==> config.mk <==
export PLATFORM = sky130hd
export DESIGN_NAME = minhash_index_selector
export DESIGN_NICKNAME = d
export VERILOG_FILES = /design/src/rtl/minhash_index_selector.sv
export SDC_FILE = /design/constraint.sdc
export NUM_CORES = 1
export LEC_CHECK = 0
export BUFFER_PORTS_ARGS = -buffer_cell sky130_fd_sc_hd__buf_4
export CORE_ASPECT_RATIO = 1.5
export CORE_MARGIN = 2
export CORE_UTILIZATION = 60
export CTS_CLUSTER_SIZE = 16
export DETAILED_ROUTE_END_ITERATION = 7
export PLACE_DENSITY = 0.92
export SLEW_MARGIN = 10
export SYNTH_ARGS = -nofsm -noshare
export SYNTH_HDL_FRONTEND = slang
export SYNTH_SLANG_ARGS = --single-unit
==> constraint.sdc <==
create_clock -name clk -period 13.8 [get_ports clk]
set_input_delay 0.69 -clock clk [delete_from_list [all_inputs] [get_ports clk]]
set_output_delay 0.69 -clock clk [all_outputs]
set_load 0.1 [all_outputs]
==> src/rtl/minhash_index_selector.sv <==
// Bottom-k MinHash selector: scans a snapshot of base memory one k-mer per cycle and keeps
// the INDICES_COUNT smallest hashes (earliest position wins ties). Optional MINHASH_SKIP_N_EN.
module minhash_index_selector #(
  parameter int unsigned         KMER_LEN      = 4,
  parameter int unsigned         BASE_LEN      = 4,
  parameter int unsigned         ACTUAL_MEM    = 32,
  parameter int unsigned         MEM_LEN       = ACTUAL_MEM * BASE_LEN,
  parameter int unsigned         INDICES_COUNT = 2,
  parameter int unsigned         INDICE_LEN    = $clog2(ACTUAL_MEM),
  parameter int unsigned         HASH_LEN      = 16,
  parameter logic [HASH_LEN-1:0] HASH_MULT     = 16'h9E37
) (
  input  logic                                       clk,
  input  logic                                       rst_n,
  input  logic                                       start,
  input  logic [MEM_LEN-1:0]                         memory,
  output logic                                       busy,
  output logic                                       out_valid,
  input  logic                                       out_ready,
  output logic [INDICES_COUNT-1:0][INDICE_LEN-1:0]   kmer_indices,
  output logic [$clog2(INDICES_COUNT+1)-1:0]         out_count
);

  localparam int unsigned KMER_W    = KMER_LEN * BASE_LEN;
  localparam int unsigned NUM_KMERS = ACTUAL_MEM - KMER_LEN + 1;
  localparam int unsigned CNT_W     = $clog2(INDICES_COUNT + 1);
  localparam int unsigned PROD_W    = KMER_W + HASH_LEN;
  localparam logic [INDICE_LEN-1:0] LAST_POS = INDICE_LEN'(NUM_KMERS - 1);

  typedef enum logic [1:0] {IDLE, SCAN, DONE} state_t;

  state_t                  state;
  logic [INDICE_LEN-1:0]   pos;
  logic [BASE_LEN-1:0]     snap [ACTUAL_MEM];

  logic [HASH_LEN-1:0]     lh [INDICES_COUNT];
  logic [INDICE_LEN-1:0]   li [INDICES_COUNT];
  logic                    lv [INDICES_COUNT];

  logic [HASH_LEN-1:0]     nh [INDICES_COUNT];
  logic [INDICE_LEN-1:0]   ni [INDICES_COUNT];
  logic                    nv [INDICES_COUNT];

  logic [KMER_W-1:0]       kmer;
  logic [HASH_LEN-1:0]     hash;
  logic                    consider;
  logic [INDICES_COUNT-1:0] go;
  logic [CNT_W-1:0]        cnt_nxt;

  // Hash the current k-mer and compute the list after inserting it.
  always_comb begin
    kmer = '0;
    for (int b = 0; b < int'(KMER_LEN); b++) begin
      kmer[b*BASE_LEN +: BASE_LEN] = snap[pos + INDICE_LEN'(b)];
    end
    hash = HASH_LEN'(PROD_W'(kmer) * PROD_W'(HASH_MULT));

`ifdef MINHASH_SKIP_N_EN
    consider = 1'b1;
    for (int b = 0; b < int'(KMER_LEN); b++) begin
      if (kmer[b*BASE_LEN +: BASE_LEN] == '0) consider = 1'b0;
    end
`else
    consider = 1'b1;
`endif

    // List is sorted with valid entries first, so go[] is a thermometer code.
    go = '0;
    for (int i = 0; i < int'(INDICES_COUNT); i++) begin
      go[i] = consider && (!lv[i] || (lh[i] > hash));
    end

    for (int i = 0; i < int'(INDICES_COUNT); i++) begin
      nh[i] = lh[i];
      ni[i] = li[i];
      nv[i] = lv[i];
    end
    if (go[0]) begin
      nh[0] = hash;
      ni[0] = pos;
      nv[0] = 1'b1;
    end
    for (int i = 1; i < int'(INDICES_COUNT); i++) begin
      if (go[i]) begin
        if (go[i-1]) begin
          nh[i] = lh[i-1];
          ni[i] = li[i-1];
          nv[i] = lv[i-1];
        end else begin
          nh[i] = hash;
          ni[i] = pos;
          nv[i] = 1'b1;
        end
      end
    end

    cnt_nxt = '0;
    for (int i = 0; i < int'(INDICES_COUNT); i++) begin
      cnt_nxt = cnt_nxt + CNT_W'(nv[i]);
    end
  end

  // Control FSM, list registers and registered result.
  always_ff @(posedge clk) begin
    if (!rst_n) begin
      state        <= IDLE;
      pos          <= '0;
      busy         <= 1'b0;
      out_valid    <= 1'b0;
      kmer_indices <= '0;
      out_count    <= '0;
      for (int i = 0; i < int'(INDICES_COUNT); i++) begin
        lh[i] <= '0;
        li[i] <= '0;
        lv[i] <= 1'b0;
      end
    end else begin
      case (state)
        IDLE: begin
          if (start) begin
            for (int j = 0; j < int'(ACTUAL_MEM); j++) begin
              snap[j] <= memory[j*BASE_LEN +: BASE_LEN];
            end
            for (int i = 0; i < int'(INDICES_COUNT); i++) begin
              lh[i] <= '0;
              li[i] <= '0;
              lv[i] <= 1'b0;
            end
            pos   <= '0;
            busy  <= 1'b1;
            state <= SCAN;
          end
        end
        SCAN: begin
          for (int i = 0; i < int'(INDICES_COUNT); i++) begin
            lh[i] <= nh[i];
            li[i] <= ni[i];
            lv[i] <= nv[i];
          end
          pos <= pos + INDICE_LEN'(1);
          if (pos == LAST_POS) begin
            for (int i = 0; i < int'(INDICES_COUNT); i++) begin
              kmer_indices[i] <= nv[i] ? ni[i] : '0;
            end
            out_count <= cnt_nxt;
            out_valid <= 1'b1;
            state     <= DONE;
          end
        end
        DONE: begin
          if (out_ready) begin
            out_valid <= 1'b0;
            busy      <= 1'b0;
            state     <= IDLE;
          end
        end
        default: begin
          state     <= IDLE;
          busy      <= 1'b0;
          out_valid <= 1'b0;
        end
      endcase
    end
  end

endmodule

# Yosys cells after proc, flatten, opt, wreduce, memory -nomap -nowiden

Memory sizes are Yosys's and may differ from the RTL's. A register that Yosys moved wholly into a read port is not among the register bits.
Cells that the tools add are included.

Mux-type cells: 44
Bitwise operators: 14
Equality and inequality tests: 6
$add $sub $neg: 4
$lt $le $gt $ge: 2
Multiply operators: 1
Reductions and logical operators: 11

Operator list:

| operator                                                              | number |
|---|---|
| 16-bit two-way mux                                                    | 7 |
| 5-bit two-way mux                                                     | 12 |
| 16-bit > comparator                                                   | 2 |
| 1-bit two-way mux                                                     | 18 |
| 16-bit by 16-bit multiplier with 16-bit output, second input constant | 1 |
| 1-bit OR                                                              | 12 |
| 5-bit by 2-bit adder with 5-bit output, second input constant         | 2 |
| 5-bit one-hot mux with 2 select lines                                 | 1 |
| 3-bit AND reduction                                                   | 3 |
| 2-bit two-way mux                                                     | 3 |
| 2-bit inequality test, second input constant                          | 3 |
| 1-bit one-hot mux with 3 select lines                                 | 2 |
| 2-bit one-hot mux with 3 select lines                                 | 1 |
| 5-bit by 1-bit adder with 5-bit output, second input constant         | 1 |
| 5-bit == test, second input constant                                  | 1 |
| 2-bit AND reduction                                                   | 2 |
| 1-bit by 1-bit adder with 2-bit output                                | 1 |
| 2-bit by 1-bit == test with 1-bit output, second input constant       | 1 |
| 2-bit == test, second input constant                                  | 1 |
| 1-bit zero test                                                       | 2 |
| 2-bit zero test                                                       | 1 |
| 1-bit logical OR                                                      | 2 |
| 1-bit NOT                                                             | 2 |
| 2-bit nonzero test                                                    | 1 |

Logic and storage cells: 93
Bits in writable memories: 172
Input port bits: 132
Memories: 4
Register bits: 21

Memories:

| memory | depth | width | read ports | clocked after memory_dff | write ports | line | RTL |
|---|---|---|---|---|---|---|---|
| snap   | 32    | 4     | 4          | 1                        | 32          | 34   | `logic [BASE_LEN-1:0] snap [ACTUAL_MEM];` |
| lh     | 2     | 16    | 2          | 0                        | 2           | 36   | `logic [HASH_LEN-1:0] lh [INDICES_COUNT];` |
| li     | 2     | 5     | 2          | 0                        | 2           | 37   | `logic [INDICE_LEN-1:0] li [INDICES_COUNT];` |
| lv     | 2     | 1     | 2          | 0                        | 2           | 38   | `logic lv [INDICES_COUNT];` |

# Longest topological paths before layout

Gate-level depths: netlist (run 1).
An unclocked memory read counts as a cell.

Word-level depth: 8
Mapped depth: 46

# Least setup slack after synthesis (run 1)

No wires, ideal clock.

Path kind: flip-flop to flip-flop
From: register, netlist name pos[0]
To: memory lh[1][0], in the netlist lh[0][16], enable pin
Required time: 13.378 ns
Slack: 2.415 ns
Stages on the path, launching flop included: 46
Data arrival time: 10.964 ns
Clock period less this slack: 11.385 ns
Setup time: 0.422 ns
Buffers on the path: 12
Cell sequence: dfxtp_1 > buf_4 > buf_6 > buf_2 > buf_2 > buf_2 > clkbuf_1 > inv_1 > ha_1 > buf_2 > buf_2 > buf_2 > buf_1 > mux4_2 > mux4_2 > mux2i_1 > inv_1 > ha_1 > [... 10 more ...] > a21o_1 > or3_1 > o221ai_2 > nand2b_1 > a21oi_1 > xor2_1 > ha_1 > and3_1 > nand3_1 > or3_1 > o31a_1 > o21ai_0 > a31oi_1 > o221a_1 > clkbuf_1 > buf_2 > nand2_1 > o211ai_1

RTL lines:

| element   | line |
|---|---|
| to (decl) | 36 |

==> results.md, run 1 <==
- Synthesis produced a netlist with a net count of between 1000 and 1500.
- The initial antenna violation count is 0.
- Setup repair after global routing left no endpoint under its margin.
- The arrival time at the worst endpoint is between 10000 and 15000 ps.
- The largest stage delay on the critical path is just over 900 ps.
- The floorplan has 68 rows.
- The class of the most critical setup path is register to register.
- After routing, the total negative slack on setup checks comes to 0 ps.
- After synthesis, flip-flops and latches occupy 40.2% of the total area.
- In this run the number of H-tree levels came out at 4.
- The slowest stage of the critical path is the sky130_fd_sc_hd__ha_2 cell.
- The hold-critical path endpoint is snap[19][2]$_DFFE_PP_.
- The post-synthesis area per instance is approximately 14 µm².
- The netlist area before placement is 14100 µm².
- The distinct cell type count of the synthesized netlist is 61.
- The initial utilization of the core area, before any placement, comes to roughly three fifths.
- The count of mapped cells out of synthesis is a little under 1000.
- The clock reaches the later pin of the worst-skew pair after roughly 460 ps.
- The count of yosys warnings during synthesis is 0.
- The via count of the first global-routing pass came to 10200.
- The maximum clock frequency is ~90 MHz.
- The clock tree root driver cell is sky130_fd_sc_hd__clkbuf_16.
- After floorplanning, the core was sized to cover ~23000 µm².
- Headroom to the max-slew limit came out at 19.7%.
- The count of inserted antenna diode cells is 0.
- In this run the tool buffered the top-level ports with 145 buffer cells.
- The largest total area in the synthesized netlist belongs to sky130_fd_sc_hd__edfxtp_1.
- Once the clock tree was built, the resizer swapped 0 gates to a different size.
- The final count of pins violating max slew was 0.
- The startpoint of the worst-slack reg-to-reg timing path is pos[0]$_SDFFE_PN0P_.
- The count of clock tree sinks is slightly below 200.
- The setup slack of the worst register-to-register path is roughly 2600 ps.
- The transition time at the pin with the least slew margin is around 1200 ps.
- The number of nets with antenna violations after detailed routing is 0.
- The worst hold path begins at memory[78].
- In this run the critical register-to-register path is captured at li[0][6]$_SDFFCE_PN0P_.
- The run finished with clean final reports.
- The final hold violation count came to 0.
- The depth of the worst register-to-register path is 29.
- In the routed layout, each cell is associated on average with a via count of approximately 6.7.
- After legalization and detailed placement, the total HPWL measured 25.4 mm.
- The mean routed wirelength per cell is 24.3 µm.
- Across the run, the number of max-cap violations was 0.
- The number of hold buffers added after cts is 0.
- The worst setup path is launched from a register.
- Setup violations remaining at the end of the flow were counted as 0.
- The global routing usage summed across all routing layers is 29.8%.
- The final core area utilization is ~70%.
- The most used flip-flop cell after synthesis is sky130_fd_sc_hd__edfxtp_1.
- The final worst clock skew is between 15 and 20 ps.
- The layout has about 1500 filler cells.
- The min-delay analysis places its worst path in the category primary input to register.
- The clock passes through at most 2 buffers.
- The die extent in x is 129 µm.
- The via count is about 9700.
- For the worst setup path, the data required time is roughly 14000 ps.
- The dominant cell type by count on the critical path is sky130_fd_sc_hd__xnor2_1.
- The ratio of cells with drive above 1 in the final layout is around a third.
- The wire length of the first global-routing pass is 55.1 mm.
- The number of stages on the worst hold path is 1.
- The number of remaining DRC errors is 0.
- The top cell type's share of synthesized area is a little over a third.
- The number of enable flip-flop cells after synthesis is between 150 and 200.
- The final weighted congestion in routability-driven placement is 0.949.
- The part of the cycle the worst path needs is 81.0%.
- For this block, the initial DRC count from the detailed router was a little under 900.
- TritonCTS built the clock tree.
- The first TritonRoute pass finished after 6 iterations.
- The capturing element type of the critical path is a register.
- Entering global routing, the biggest net connects 93 pins.
- The top-level port count is 146.
- The total wirelength of the detailed-routed design is 35.2 mm.
- After the last flow step, the layout net total stands at 1381.
- Summed over all layers, the global routing overflow is 0.
- The area growth from synthesis to final layout is 13.8%.
- The overall die height is ~190 µm.
- Buffers inserted during clock tree synthesis total 17.
- The floorplan step defined a die boundary enclosing 24800 µm².
- Synthesis inferred ~200 register bits.
- Yosys instantiated no cell more often than sky130_fd_sc_hd__edfxtp_1.
- The worst path needs around 11000 ps of the cycle, external delays included.
- Counting flops with an async set or reset pin after synthesis yields a share of 0%.
- By count the netlist is led by sky130_fd_sc_hd__edfxtp_1 (172), sky130_fd_sc_hd__mux4_2 (160), sky130_fd_sc_hd__inv_1 (130).
- Once the clock tree was built, the setup fixing pass inserted 0 buffers.
- Yosys attributes the largest share of cell area to sky130_fd_sc_hd__edfxtp_1 (37%), sky130_fd_sc_hd__mux4_2 (25%), sky130_fd_sc_hd__ha_1 (8.0%).
- Clock-pin slew was measured on the worst setup and hold paths at ~80 ps.
- The highest net fanout along the worst path is 44.
[cell usage in the layout, fill, tap and decap left out, types with 3 or more instances in the layout]
cell                        netlist  final
sky130_fd_sc_hd__o21a_1           6      6
sky130_fd_sc_hd__o211a_1          4      4
sky130_fd_sc_hd__xnor2_2          3      3
sky130_fd_sc_hd__a211oi_1         8      8
sky130_fd_sc_hd__ha_1            90     89
sky130_fd_sc_hd__or3_1            3      3
sky130_fd_sc_hd__and2_1           4      4
sky130_fd_sc_hd__a2bb2oi_1        4      4
sky130_fd_sc_hd__xor2_1          16     15
sky130_fd_sc_hd__inv_6            0      3
sky130_fd_sc_hd__o21ai_1         10     10
sky130_fd_sc_hd__clkinv_4         0      4
sky130_fd_sc_hd__edfxtp_1       172    172
sky130_fd_sc_hd__a21oi_1         31     31
sky130_fd_sc_hd__and3_1           3      3
sky130_fd_sc_hd__nand4_1          4      4
sky130_fd_sc_hd__a21o_1          11     11
sky130_fd_sc_hd__fa_1            42     42
sky130_fd_sc_hd__o21ai_0         21     21
sky130_fd_sc_hd__inv_1          130    130
sky130_fd_sc_hd__nand3_1          9      9
sky130_fd_sc_hd__nand2_1         31     31
sky130_fd_sc_hd__buf_4            3    156
sky130_fd_sc_hd__xnor2_1         23     23
sky130_fd_sc_hd__clkbuf_16        0     19
sky130_fd_sc_hd__nor2_1          49     48
sky130_fd_sc_hd__mux4_2         160    160
sky130_fd_sc_hd__nand2b_1         7      7
sky130_fd_sc_hd__nor2b_1          5      5
sky130_fd_sc_hd__mux2i_1         35     35
sky130_fd_sc_hd__dfxtp_1         26     23
[through the flow]
stage / hold slack, ps / setup slack (ps) / std cells / cell area [µm²]
after CTS: 391 / 2620 / 1445 / 16100
after detailed placement: 487 / 2710 / 1413 / 15500
after global routing: 396 / 1980 / 1445 / 16100
after floorplan: 499 / 2410 / 993 / 14100
final: 405 / 2620 / 1445 / 16100
after global placement: 468 / 3020 / 1413 / 15500
[critical path: cells and delay by family (launching register included)]
family                   cells  cell delay, ps
AO/OA/AOI/OAI                4            1180
adder cells (fa/ha/maj)      8            3970
multiplexers                 4            1780
XOR/XNOR                     8            1660
flip-flops                   1             820
buffers and inverters        5            1400
[sequential cells by signal, summed over array words and instances, names as in the netlist, 2 cells and up, named ones only]
| name | flops |
|---|---|
| lh | 32 |
| out_count | 2 |
| kmer_indices | 10 |
| li | 10 |
| state | 2 |
| pos | 5 |
| lv | 2 |
| snap | 128 |
[worst max-delay path by stage]
| stage | startpoint | to | slack, ps |
|---|---|---|---|
| global placement | pos[0]$_SDFFE_PN0P_ | li[0][6]$_SDFFCE_PN0P_ | 3020 |
| floorplan | pos[0]$_SDFFE_PN0P_ | lh[0][16]$_SDFFCE_PN0P_ | 2410 |
| CTS | pos[0]$_SDFFE_PN0P_ | li[0][9]$_SDFFCE_PN0P_ | 2620 |
| detailed placement | pos[0]$_SDFFE_PN0P_ | lh[0][11]$_SDFFCE_PN0P_ | 2710 |
| global route | pos[0]$_SDFFE_PN0P_ | li[0][5]$_SDFFCE_PN0P_ | 1980 |
| finish | pos[0]$_SDFFE_PN0P_ | li[0][6]$_SDFFCE_PN0P_ | 2620 |
[per-layer routing]
metal  vias to the layer above  GRT usage [%]  share of wire (%)
li1                       4044              -                  -
met1                      4783           33.1                 32
met2                       650           52.4                 54
met3                       183           5.40                7.0
met4                         0           18.3                6.5
met5                         -              0                  0
[area by class of cell]
cell class | instances | area [µm²] | area share [%]
clock inverters | 10 | 100 | 0.622
clock buffers | 22 | 498 | 3.10
well taps | 315 | 394 | 2.45
multi-input cells | 612 | 7740 | 48.1
flip-flops and latches | 198 | 5690 | 35.4
repair buffers | 156 | 1170 | 7.28
inverters | 132 | 495 | 3.08
[logic make-up (layout without fill, tap and decap cells)]
family,Yosys count,after routing,synth area share (%)
mux,199,199,28.4
flops,198,198,40.2
buf+inv,183,320,5.24
fa+ha+maj,132,132,13.9
simple gates,122,122,3.92
compound gates,116,116,5.41
xor+xnor,43,43,2.96
Power of run 1 is not shown: default switching activity piles up to over one toggle a cycle in this logic, so the estimate is an artifact.
==> inputs of run 2 (changes only) <==
--- a/config.mk
+++ b/config.mk
@@ -5,13 +5,14 @@
 export SDC_FILE = /design/constraint.sdc
 export NUM_CORES = 1
 export LEC_CHECK = 0
+export ABC_AREA = 1
 export BUFFER_PORTS_ARGS = -buffer_cell sky130_fd_sc_hd__buf_4
 export CORE_ASPECT_RATIO = 1.5
 export CORE_MARGIN = 2
-export CORE_UTILIZATION = 60
+export CORE_UTILIZATION = 55
 export CTS_CLUSTER_SIZE = 16
 export DETAILED_ROUTE_END_ITERATION = 7
-export PLACE_DENSITY = 0.92
+export PLACE_DENSITY = 0.89
 export SLEW_MARGIN = 10
 export SYNTH_ARGS = -nofsm -noshare
 export SYNTH_HDL_FRONTEND = slang
==> constraint.sdc (replaced) <==
create_clock -name clk -period 10 [get_ports clk]
set_input_delay 0.5 -clock clk [delete_from_list [all_inputs] [get_ports clk]]
set_output_delay 0.5 -clock clk [all_outputs]
set_load 0.1 [all_outputs]
==> run 2 against run 1 <==
Compared with the run above: utilization decreased by 6.2 points; worst setup slack got worse by 2000 ps; register-to-register slack got worse by 2000 ps; global-route usage about the same; die area increased by 12%; fmax increased by 19%; sequential share of layout area decreased by 0.90 points; cell count increased by 56%; non-clock buffer count increased by 18; critical endpoint is now lh[0][10]$_SDFFCE_PN0P_; largest cell class unchanged; highest routed layer unchanged.
==> results.md, run 2 <==
- The flow ran to the end, and the final reports show no timing, DRC or antenna violations.
- The largest registers in the layout are snap (128), lh (32).
- For the pin with the worst max-slew slack, the measured transition is between 1000 and 1500 ps.
- The CTS tree is yes.
- The total wirelength of the detailed-routed design is about 40 mm.
- The via count is 13500.
- The data required time of the worst path is around 10000 ps.
- In the final routed layout, each cell accounts on average for roughly 18 µm.
- The xor and xnor fraction of the mapped netlist area is about 1.9%.
- After floorplanning, the core was sized to cover approximately 26000 µm².
- For the final database, setup skew stands at approximately 16 ps.
- The global routing usage summed across all routing layers is between 20% and 30%.
- The top-level port count is around 150.
- Once the clock tree was built, the resizer swapped 0 gates to a different size.
- After layout, the worst path uses 94.0% of the clock period.
- The number of CTS-inserted buffers is 17.
- The die extent in x is approximately 140 µm.
- The final count of pins violating max slew is 0.
- The cell area that synthesis handed to floorplanning was between 10000 and 15000 µm².
- Entering global routing, the biggest net connects roughly 200 pins.
- The starting utilization of the core area is 56.1%.
- The library cell used most frequently in the layout, excluding fill and tap cells, is sky130_fd_sc_hd__nand2_1.
- The count of clock tree sinks is 198.
- The fraction of the yosys area taken by sequential cells is about two fifths.
- Ranked by total cell area, the synthesized netlist is headed by sky130_fd_sc_hd__edfxtp_1 (35%), sky130_fd_sc_hd__nand2_1 (8.8%), sky130_fd_sc_hd__o21ai_0 (7.9%).
- Once detailed placement completed, the half-perimeter wirelength came to just under 30 mm.
- The worst min-delay path category is primary input to register.
- The initialized floorplan defines 72 standard-cell rows.
- The setup violation total in the final timing report is 0.
- The multiplexer share of the synthesized area is less than 1%.
- The final weighted congestion in routability-driven placement is approximately 0.98.
- STA puts the critical path data arrival time at 9550 ps.
- The main combinational cell family by area after synthesis is simple AND/OR/NAND/NOR gates.
- After synthesis, the share of flip-flops with an asynchronous set or reset is 0%.
- The maximum count of clock buffers along a single path is 2.
- The first global-routing pass estimated approximately 65 mm of wire.
- The capturing element type of the critical path is a register.
- On the worst path, the slowest cell contributes a delay of about 520 ps.
- For this run the aggregate overflow at the end of global routing stands at 0.
- The clock latency reported for the late side of the worst-skew pair is around 460 ps.
- The first-iteration detailed-routing DRC count is between 1000 and 1500.
- The via count of the first global-routing pass came to 13500.
- A synthesized cell averages around 8.1 µm².
- The cell taking the most area after synthesis is sky130_fd_sc_hd__edfxtp_1.
- For this run, the leading register cell type out of synthesis is sky130_fd_sc_hd__edfxtp_1.
- Summing the areas of all and, or, nand and nor instances in the mapped netlist gives about a fifth of the synthesized area.
- The critical path in this run is classified as register to register.
- The overall die area is 27800 µm².
- Hold repair after CTS inserted 0 buffers.
- Cells with a size suffix above 1 make up about an eighth of the layout.
- snap holds more flip-flops than any other register.
- The top cell type's share of synthesized area is a little over a third.
- The cell sitting at the root of the clock tree is a sky130_fd_sc_hd__clkbuf_16.
- The cell count after synthesis came out at ~1800.
- The tool flagged a number of max-cap violations equal to 0.
- The post-CTS clock slew at the launch and capture registers of the worst setup and hold paths is roughly 80 ps.
- Leaving out fill and tap cells, the most frequent cells in the layout are sky130_fd_sc_hd__nand2_1 (342), sky130_fd_sc_hd__inv_1 (233), sky130_fd_sc_hd__o21ai_0 (229).
- The setup slack of the worst register-to-register path is 600 ps.
- The number of nets with antenna violations after detailed routing is 0.
- The number of port buffers is between 100 and 150.
- The net count after synthesis is a little over 2000.
- The number of H-tree branching levels is 4.
- The area growth from synthesis to final layout is 13.4%.
- Headroom to the max-slew limit came out at a little under a third.
- Dividing the detail-routed via count by the number of cells gives around 6.
- The initial antenna violation count is 0.
- The highest net fanout along the worst path is 52.
- The count of inserted antenna diode cells is 0.
- The cell with the most instances after synthesis is sky130_fd_sc_hd__nand2_1.
- The number of setup buffers added after CTS is 0.
- The minimum period implied by the final worst setup slack is between 9000 and 10000 ps.
- The dominant cell type by count on the critical path is sky130_fd_sc_hd__inv_1.
- The flip-flop count of the largest register, all copies and words added is about 130.
- In the synthesized netlist, the cells that appear most often are sky130_fd_sc_hd__nand2_1 (342), sky130_fd_sc_hd__inv_1 (233), sky130_fd_sc_hd__o21ai_0 (230).
- Yosys printed 0 warnings.
- The number of nets in the layout is approximately 2200.
- Setup repair after global routing left no endpoint under its margin.
- Static timing analysis puts the maximum clock frequency at ~110 MHz.
- The length of the first detailed-routing pass in iterations is 6.
- Yosys mapped a number of flops with a built-in enable equal to 172.
- The synthesized netlist contains 47 unique library cells.
- The final hold violation count is 0.
- For this run, design rule violations remaining after detail routing come to 0.
- STA classifies the critical path startpoint as a register.
- Summing the areas of all fa, ha and maj instances in the mapped netlist gives 13.5% of the synthesized area.
- In the final timing run, aggregate negative setup slack is 0 ps.
- The share of the synthesized area in compound gates (AO/OA/AOI/OAI) is around 17%.
- Counting flops and latches in the post-synthesis netlist gives approximately 200.
- The standard cell with the maximum stage delay on the critical path is sky130_fd_sc_hd__fa_1.
- The overall die height is approximately 200 µm.
==> run 2: per-stage QoR <==
stage / hold slack (ps) / instances / area (µm²) / setup slack [ps] / utilization, %
floorplan: 466 / 1805 / 14600 / 258 / -
global route: 190 / 2253 / 16500 / 22.0 / 63.6
CTS: 189 / 2253 / 16500 / 770 / 63.6
detailed placement: 468 / 2221 / 15900 / 832 / 61.3
finish: 207 / 2253 / 16500 / 605 / 63.6
global placement: 460 / 2221 / 15900 / 1130 / 61.3
==> run 2: cell type report <==
type                       instances  area, µm²
timing repair buffer             174       1330
sequential                       198       5690
clock inverter                    13        131
inverter                         247        927
multi-input combinational       1269       7540
tap                              333        417
fill                            2097       9440
clock buffer                      19        464
==> run 2: worst paths after layout <==
kind,endpoint,startpoint,depth (start not counted)
hold reg to reg,kmer_indices[9]$_SDFFE_PN0P_,kmer_indices[9]$_SDFFE_PN0P_,2
setup / recovery,lh[0][10]$_SDFFCE_PN0P_,pos[1]$_SDFFE_PN0P_,46
setup reg to reg,lh[0][10]$_SDFFCE_PN0P_,pos[1]$_SDFFE_PN0P_,46
hold / removal,snap[14][3]$_DFFE_PP_,memory[59],1
==> run 2: worst max-delay path, delay by kind of cell, from the launching register on <==
family,cells,cell delay [ps]
compound gates,6,1230
xor+xnor,1,120
fa+ha+maj,9,3390
buf+inv,15,2100
flops,1,340
simple gates,15,1850
==> run 2: kinds of logic after synthesis <==
| logic type | after synthesis |
|---|---|
| buf+inv | 338 |
| simple gates | 665 |
| fa+ha+maj | 132 |
| xor+xnor | 27 |
| compound gates | 444 |
| flops | 198 |
| mux | 1 |
==> run 2: layer usage <==
metal | track usage [%] | share of wire (%) | vias to the layer above
li1 | - | - | 6320
met1 | 31.2 | 34 | 6135
met2 | 52.2 | 51 | 759
met3 | 6.34 | 7.4 | 248
met4 | 21.2 | 7.3 | 0
met5 | 0 | 0 | -
Power of run 2 is left out for the same reason.
